[config.mk]
export PLATFORM = sky130hd
export DESIGN_NAME = d_reg
export DESIGN_NICKNAME = d
export VERILOG_FILES = /design/src/rtl/d_reg_pkg.sv /design/src/rtl/d_reg_bj_predec.sv /design/src/rtl/d_reg.sv
export SDC_FILE = /design/constraint.sdc
export NUM_CORES = 1
export LEC_CHECK = 0
export CAP_MARGIN = 25
export CELL_PAD_IN_SITES_DETAIL_PLACEMENT = 0
export CELL_PAD_IN_SITES_GLOBAL_PLACEMENT = 2
export CORE_MARGIN = 2
export CORE_UTILIZATION = 21
export DETAILED_ROUTE_END_ITERATION = 7
export GPL_ROUTABILITY_DRIVEN = 1
export PLACE_DENSITY_LB_ADDON = 0.1
export SLEW_MARGIN = 5
export SYNTH_ARGS = -nofsm -noshare
export SYNTH_HDL_FRONTEND = slang
export SYNTH_SLANG_ARGS = --single-unit
[constraint.sdc]
create_clock -name clk -period 2.1 [get_ports clk]
set_clock_uncertainty 0.15 [all_clocks]
set_input_delay 0.21 -clock clk [delete_from_list [all_inputs] [get_ports clk]]
set_output_delay 0.21 -clock clk [all_outputs]
set_load 0.03 [all_outputs]
[src/rtl/d_reg_pkg.sv]
// Shared decode constants, exception codes and the F/D pipeline register layout.
// Imported by the F/D register and by the branch/jump pre-decoder.
package d_reg_pkg;

    localparam logic [5:0] OP_SPECIAL = 6'b000000;
    localparam logic [5:0] OP_REGIMM  = 6'b000001;
    localparam logic [5:0] OP_J       = 6'b000010;
    localparam logic [5:0] OP_JAL     = 6'b000011;
    localparam logic [5:0] OP_BEQ     = 6'b000100;
    localparam logic [5:0] OP_BNE     = 6'b000101;
    localparam logic [5:0] OP_BLEZ    = 6'b000110;
    localparam logic [5:0] OP_BGTZ    = 6'b000111;

    localparam logic [5:0] FN_JR      = 6'b001000;
    localparam logic [5:0] FN_JALR    = 6'b001001;

    localparam logic [4:0] EXC_NONE   = 5'd0;
    localparam logic [4:0] EXC_ADEL   = 5'd4;

    localparam logic [31:0] RESET_PC  = 32'h0000_3000;

    typedef struct packed {
        logic [31:0] instr;
        logic [31:0] pc;
        logic [4:0]  exc_code;
        logic        bd;
        logic        valid;
        logic        is_bj;
    } d_stage_t;

endpackage

[src/rtl/d_reg_bj_predec.sv]
// Combinational pre-decoder: flags any branch or jump encoding.
// Shared by later pipeline stages that need the same classification.
module d_reg_bj_predec
    import d_reg_pkg::*;
(
    input  logic [31:0] instr,
    output logic        isBJ
);

    logic [5:0] opcode;
    logic [5:0] funct;
    logic       unused_fields;

    assign opcode        = instr[31:26];
    assign funct         = instr[5:0];
    assign unused_fields = ^instr[25:6];

    always_comb begin
        isBJ = 1'b0;
        case (opcode)
            OP_BEQ, OP_BNE, OP_BLEZ, OP_BGTZ,
            OP_REGIMM, OP_J, OP_JAL: isBJ = 1'b1;
            OP_SPECIAL:              isBJ = (funct == FN_JR) || (funct == FN_JALR);
            default:                 isBJ = 1'b0;
        endcase
    end

endmodule

[src/rtl/d_reg.sv]
// F/D pipeline register: flush to the handler on req, hold on stall, else load.
// Tracks delay-slot membership from the previous instruction's branch flag.
module d_reg
    import d_reg_pkg::*;
#(
    parameter logic [31:0] HANDLER_PC = 32'h0000_4180
)
(
    input  logic        clk,
    input  logic        reset,
    input  logic [31:0] F_instr,
    input  logic [31:0] F_pc,
    input  logic        F_excAdEL,
    input  logic        stall,
    input  logic        req,
    output logic [31:0] D_instr,
    output logic [31:0] D_pc,
    output logic [4:0]  D_excCode,
    output logic        D_BD,
    output logic        D_valid,
    output logic        D_isBJ
);

    d_stage_t d_q;
    d_stage_t d_load;
    d_stage_t d_flush;
    d_stage_t d_reset;
    logic     f_is_bj;

    d_reg_bj_predec u_predec (
        .instr (F_instr),
        .isBJ  (f_is_bj)
    );

    always_comb begin
        d_reset          = '0;
        d_reset.pc       = RESET_PC;

        d_flush          = '0;
        d_flush.pc       = HANDLER_PC;

        d_load           = '0;
        d_load.instr     = F_instr;
        d_load.pc        = F_pc;
        d_load.exc_code  = F_excAdEL ? EXC_ADEL : EXC_NONE;
        // Delay-slot flag comes from what D held before this edge, even for a faulting fetch.
        d_load.bd        = d_q.valid & d_q.is_bj;
        d_load.valid     = 1'b1;
        d_load.is_bj     = f_is_bj & ~F_excAdEL;
    end

    always_ff @(posedge clk or posedge reset) begin
        if (reset) begin
            d_q <= d_reset;
        end else if (req) begin
            d_q <= d_flush;
        end else if (!stall) begin
            d_q <= d_load;
        end
    end

    assign D_instr   = d_q.instr;
    assign D_pc      = d_q.pc;
    assign D_excCode = d_q.exc_code;
    assign D_BD      = d_q.bd;
    assign D_valid   = d_q.valid;
    assign D_isBJ    = d_q.is_bj;

endmodule

==> summary.txt, run 1 <==
Synthesis
  • Synthesized cell area: 0.002793 mm^2
  • YS warnings: 0
  • Compound-Gate Fraction of Synth Area: 1.882%
  • Unique masters post-synth: 18
  • Gate Count Post-Synth: 232
  • Main combinational cell family by area after synthesis: multiplexers
  • Seq cells post-synth: 68
  • Post-synthesis adder-cell area fraction: 0%
  • Proportion of synthesized area in mux cells: 22.22%
  • Sequential element share of the synthesized area: 61.02%
  • Syn Area/Cell: 12.04 um^2
  • XOR/XNOR share of the synthesized area: 0%
  • Simple-gate share of the synthesized area: 10.53%

Critical path
  • Setup CP Type: reg2out
  • Setup crit start kind: flop
  • CP Data Arrival Time: 1.54 ns
  • Buf/Inv on CP: 1
  • Crit. End Element: output port
  • Critical Path Fanout Max: 2
  • Worst-path cell chain: clkdlybuf4s50_1
  • Req. time, crit path: 1.74 ns
  • Critical path's top delay family: buffers and inverters
  • Max incr delay on CP: 0.68 ns
  • CP max-delay cell: clkdlybuf4s50_1

Clock network
  • Clk Tree Root Cell: clkbuf_16
  • Cts bufs inserted: 9
  • TritonCTS clock tree: done
  • Post-CTS Hold Fix Bufs: 0
  • Clock transition at the registers of the reported paths: 0.05 ns
  • Clk buf depth: 2
  • Clock Latency Late Sink: 0.32 ns
  • # H-tree levels: 3
  • Post-cts resize count: 0
  • Clock Sinks: 68
  • Setup bufs post-CTS: 0

Route
  • Routed WL: 7764 um
  • Avg WL per Cell: 14.12 um
  • Via count: 2198
  • Final ANT Viol Nets: 0
  • Drt via density: 3.996
  • 1st-iter DRT viols: 64
  • Pre-antenna DRT Iters: 4
  • DRC errors left: 0

Layout
  • Ant diodes: 0
  • Most frequent cells in the layout: clkdlybuf4s50_1, dfrtp_1, mux2i_1, nor2_1, clkbuf_16
  • Nets: 439
  • Commonest non-fill, non-tap cell in the layout: clkdlybuf4s50_1
  • Layout cells sized above 1: 7.219%
  • Final Cell Area: 0.004624 mm^2
  • Fillers: 1368
  • Area Growth Syn to Fin: 65.59%

Floorplanning
  • IO Count: 141
  • Starting Density: 21.26%
  • Die area: 0.01424 mm^2
  • Die Wd: 119.3 um
  • Core Region: 0.01314 mm^2
  • Row count: 42
  • DIE HEIGHT: 119.3 um

Global route
  • Largest net degree at the start of global routing: 31
  • Total GRT Usage: 11.35%
  • Initial antenna violation count: 0
  • Vias in the first global route: 2255
  • First-pass GRT wire length: 12240 um
  • Grt total ovfl: 0

Placement
  • PortBufs: 136
  • DP Area: 0.004354 mm^2
  • DP HPWL: 5544 um
  • GPL Wtd Cong: 0.7230

Run status
  • Status: finished, final reports clean

Pwr
  • Sw power: 0.9136 mW
  • Max IR drop VDD: 0.2839 mV
  • Leakage: 2.122 nW
  • Switching Fraction: 26.32%
  • Combinational Power Share: 19.1%
  • Clock share of power: 39.9%
  • PD cells: 750.6 mW/mm^2
  • Int Power: 2.558 mW
  • Sequential power share: 41.0%

STA
  • Max Clock Freq: 0.5273 GHz
  • Setup Viol. Count Final: 0
  • Max-slew violations: 0
  • TNS Setup: 0 ns
  • Final Hold Viols: 0
  • Final min period: 1.897 ns
  • Tcrit/Tclk final: 90.31%
  • RSZ-0062 raised after global routing: no

Run
  • Max-cap viol count: 0

Min path
  • Worst hold path type: in2async
## through the flow
step / util [%] / cells / power [mW] / setup WS, ns / hold WS (ns)
after floorplan: - / 235 / 1.785 / 0.03180 / 0.2130
after global placement: 33.14 / 535 / 2.118 / 0.3664 / 0.3219
after detailed placement: 33.14 / 535 / 2.120 / 0.3643 / 0.3291
after CTS: 35.20 / 550 / 3.559 / 0.1880 / 0.07119
after global routing: 35.20 / 550 / 3.659 / 0.1585 / 0.09424
final: 35.20 / 550 / 3.471 / 0.2035 / 0.05869
## worst paths after layout
kind	from	endpoint	slack [ns]	depth (start not counted)
max in group asynchronous	reset	D_instr[8]	1.14	3
min reg2reg	D_pc[7]	D_pc[7]	0.33	1
min in group clk	req	D_instr[17]	0.12	2
max reg2reg	D_isBJ	D_isBJ	1.08	2
min	reset	D_instr[2]	0.06	2
max	D_pc[13]	D_pc[13]	0.20	1
## Yosys cell counts
cell type,n,area share (%)
dfrtp_1,66,59
mux2i_1,62,22
nor2_1,62,8.3
buf_2,7,1.3
buf_4,7,1.9
clkbuf_1,6,0.81
nor2b_1,4,0.90
a211o_1,3,0.94
nor3_1,3,0.54
a21oi_1,2,0.36
dfstp_2,2,1.9
inv_1,2,0.27
a32o_2,1,0.40
conb_1,1,0.13
nand2_1,1,0.13
nand3b_1,1,0.27
o21ai_1,1,0.18
or4b_1,1,0.36
## power groups by stage
stage	Clock [mW]	Combinational (mW)	Sequential [mW]
finish	1.39	0.662	1.42
floorplan	0	0.193	1.59
detailed placement	0	0.674	1.45
global placement	0	0.672	1.45
global route	1.52	0.710	1.43
CTS	1.46	0.676	1.42
## cells by family after synthesis
logic type	count (synthesis)
AND/OR/NAND/NOR	72
flip-flops	68
multiplexers	62
buffers and inverters	22
AO/OA/AOI/OAI	7
other	1
## flip-flops by register name (all words and copies together) (netlist names)
signal,flops
D_BD,1
D_excCode,1
D_instr,32
D_isBJ,1
D_pc,32
D_valid,1
## per-layer routing
layer  up-vias  track usage (%)  share of wire [%]
met5         -                0                  0
li1       1040                -                  -
met1      1065            14.35                 44
met4         0            5.956                2.1
met2        81            16.49                 44
met3        12            4.693                9.7
## layout make-up
cell class	count	area (um^2)	area share [%]
Clock buffer	13	260.3	5.628
Clock inverter	2	10.01	0.2164
Inverter	2	8.758	0.1894
Multi-Input combinational cell	145	982.2	21.24
Sequential cell	68	1704	36.85
Tap cell	176	220.2	4.762
Timing Repair Buffer	144	1439	31.11
(Power assumes the default switching activity.)
==> inputs of run 2 (changes only) <==
CORE_UTILIZATION = 26   (was 21)
clock period = 2.2 ns   (was 2.1 ns; I/O delays follow)
==> summary.txt, run 2 (same netlist as run 1, synthesis figures left out) <==
Run status
  • Status: finished, final reports clean (unchanged)

Pwr
  • Leakage: 2.073 nW (was 2.122 nW)
  • Max IR drop VDD: 0.2530 mV (was 0.2839 mV)
  • PD cells: 657.2 mW/mm^2 (was 750.6 mW/mm^2)

Critical path
  • Critical Path Fanout Max: 2 (unchanged)
  • Req. time, crit path: 1.83 ns (was 1.74 ns)
  • Worst R2R End: D_isBJ (unchanged)
  • Max incr delay on CP: 0.67 ns (was 0.68 ns)
  • CP max-delay cell: clkdlybuf4s50_1 (unchanged)
  • CP Data Arrival Time: 1.53 ns (was 1.54 ns)
  • Crit. End Element: output port (unchanged)
  • Worst-path cell chain: clkdlybuf4s50_1 (unchanged)
  • R2R Path Start: D_isBJ (unchanged)
  • Critical path's top delay family: buffers and inverters (unchanged)
  • Worst setup path end: D_pc[13] (unchanged)
  • Setup CP Type: reg2out (unchanged)
  • Setup crit start kind: flop (unchanged)
  • Reg2Reg Setup Slack: 1.18 ns (was 1.08 ns)
  • CP Depth: 1 (unchanged)
  • Buf/Inv on CP: 1 (unchanged)
  • Worst Setup SP: D_pc[13] (unchanged)
  • R2R cell count: 2 (unchanged)

Floorplanning
  • DIE HEIGHT: 107.6 um (was 119.3 um)
  • Die Wd: 107.6 um (was 119.3 um)
  • Core Region: 0.01037 mm^2 (was 0.01314 mm^2)
  • IO Count: 141 (unchanged)
  • Starting Density: 26.93% (was 21.26%)
  • Die area: 0.01159 mm^2 (was 0.01424 mm^2)
  • Row count: 37 (was 42)

Global route
  • Grt total ovfl: 0 (unchanged)
  • Largest net degree at the start of global routing: 69 (was 31)
  • Vias in the first global route: 2229 (was 2255)
  • First-pass GRT wire length: 11680 um (was 12240 um)
  • Total GRT Usage: 13.15% (was 11.35%)
  • Initial antenna violation count: 0 (unchanged)

STA
  • Tcrit/Tclk final: 86.41%
  • Setup Viol. Count Final: 0 (unchanged)
  • TNS Setup: 0 ns (unchanged)
  • Final min period: 1.901 ns
  • Final setup margin: 0.2989 ns (was 0.2035 ns)
  • Max Clock Freq: 0.5260 GHz
  • RSZ-0062 raised after global routing: no (unchanged)
  • Final Hold Viols: 0 (unchanged)
  • Max-slew violations: 0 (unchanged)

Route
  • Final ANT Viol Nets: 0 (unchanged)
  • Routed WL: 7430 um (was 7764 um)
  • Drt via density: 4.240 (was 3.996)
  • Pre-antenna DRT Iters: 4 (unchanged)
  • Avg WL per Cell: 14.63 um (was 14.12 um)
  • DRC errors left: 0 (unchanged)
  • Via count: 2154 (was 2198)
  • 1st-iter DRT viols: 80 (was 64)

Placement
  • GPL Wtd Cong: 0.6684 (was 0.7230)
  • DP HPWL: 4964 um (was 5544 um)
  • PortBufs: 136 (unchanged)
  • Pre-CTS WS: 0.4676 ns (was 0.3643 ns)

Layout
  • Nets: 436 (was 439)
  • Most frequent cells in the layout: clkdlybuf4s50_1, dfrtp_1, mux2i_1, nor2_1, clkbuf_8 (was clkdlybuf4s50_1, dfrtp_1, mux2i_1, nor2_1, clkbuf_16)
  • Ant diodes: 0 (unchanged)
  • Commonest non-fill, non-tap cell in the layout: clkdlybuf4s50_1 (unchanged)
  • Layout cells sized above 1: 6.720% (was 7.219%)
  • Area Growth Syn to Fin: 60.26% (was 65.59%)

Clock network
  • # H-tree levels: 3 (unchanged)
  • Clk Tree Root Cell: clkbuf_8 (was clkbuf_16)
  • Clk buf depth: 2 (unchanged)
  • Clock Latency Late Sink: 0.33 ns (was 0.32 ns)
  • Post-cts resize count: 0 (unchanged)
  • Setup bufs post-CTS: 0 (unchanged)
  • Clock Sinks: 68 (unchanged)
  • TritonCTS clock tree: done (unchanged)
  • Clock transition at the registers of the reported paths: 0.07 ns (was 0.05 ns)
  • Post-CTS Hold Fix Bufs: 0 (unchanged)
  • Cts bufs inserted: 9 (unchanged)

Run
  • Max-cap viol count: 0 (unchanged)

Min path
  • Worst hold path type: in2async (unchanged)
run 2: changes by cell type in the layout (fill, tap and decap cells not counted):
cell       delta
clkbuf_8     +10
buf_12        +1
clkinv_2      -1
clkbuf_16     -9
inv_2         +1
buf_4         -4
run 2: area by class of cell:
| cell class | instances | area, um^2 |
|---|---|---|
| fillers | 1048 | 5894 |
| flip-flops and latches | 68 | 1704 |
| repair buffers | 141 | 1429 |
| multi-input cells | 145 | 982.2 |
| clock buffers | 14 | 172.7 |
| well taps | 136 | 170.2 |
| clock inverters | 2 | 10.01 |
| inverters | 2 | 7.507 |
run 2: metrics by stage:
stage	instances	hold WS [ns]	total power, mW	cell area, um^2	util, %
final	508	0.1398	2.942	4476	43.16
after global routing	508	0.1507	3.105	4476	43.16
after CTS	508	0.1322	3.011	4476	43.16
after detailed placement	492	0.3285	2.016	4293	41.40
after global placement	492	0.3200	2.014	4293	41.40
after floorplan	235	0.2230	1.704	2804	-
run 2: layer usage:
metal | vias to the layer above | track usage (%) | share of wire [%]
li1 | 1031 | - | -
met1 | 1029 | 17.10 | 45
met2 | 84 | 19.59 | 44
met3 | 10 | 4.722 | 9.6
met4 | 0 | 5.769 | 1.4
met5 | - | 0 | 0
run 2: worst min-delay path by stage:
stage	cells after the start	startpoint	endpoint	slack, ns
after global placement	1	D_pc[14]	D_pc[14]	0.32
after global routing	2	req	D_pc[1]	0.15
final	3	reset	D_instr[8]	0.14
after CTS	2	req	D_pc[6]	0.13
after floorplan	2	F_excAdEL	D_excCode[2]	0.22
after detailed placement	1	D_pc[14]	D_pc[14]	0.33
run 2: power breakdown:
part	switching, mW	leakage, nW	internal [mW]	total (mW)
logic	0.323	1.09	0.303	0.626
registers	0.0353	0.888	1.32	1.36
clock network	0.460	0.0965	0.500	0.960
total	0.818	2.07	2.12	2.94
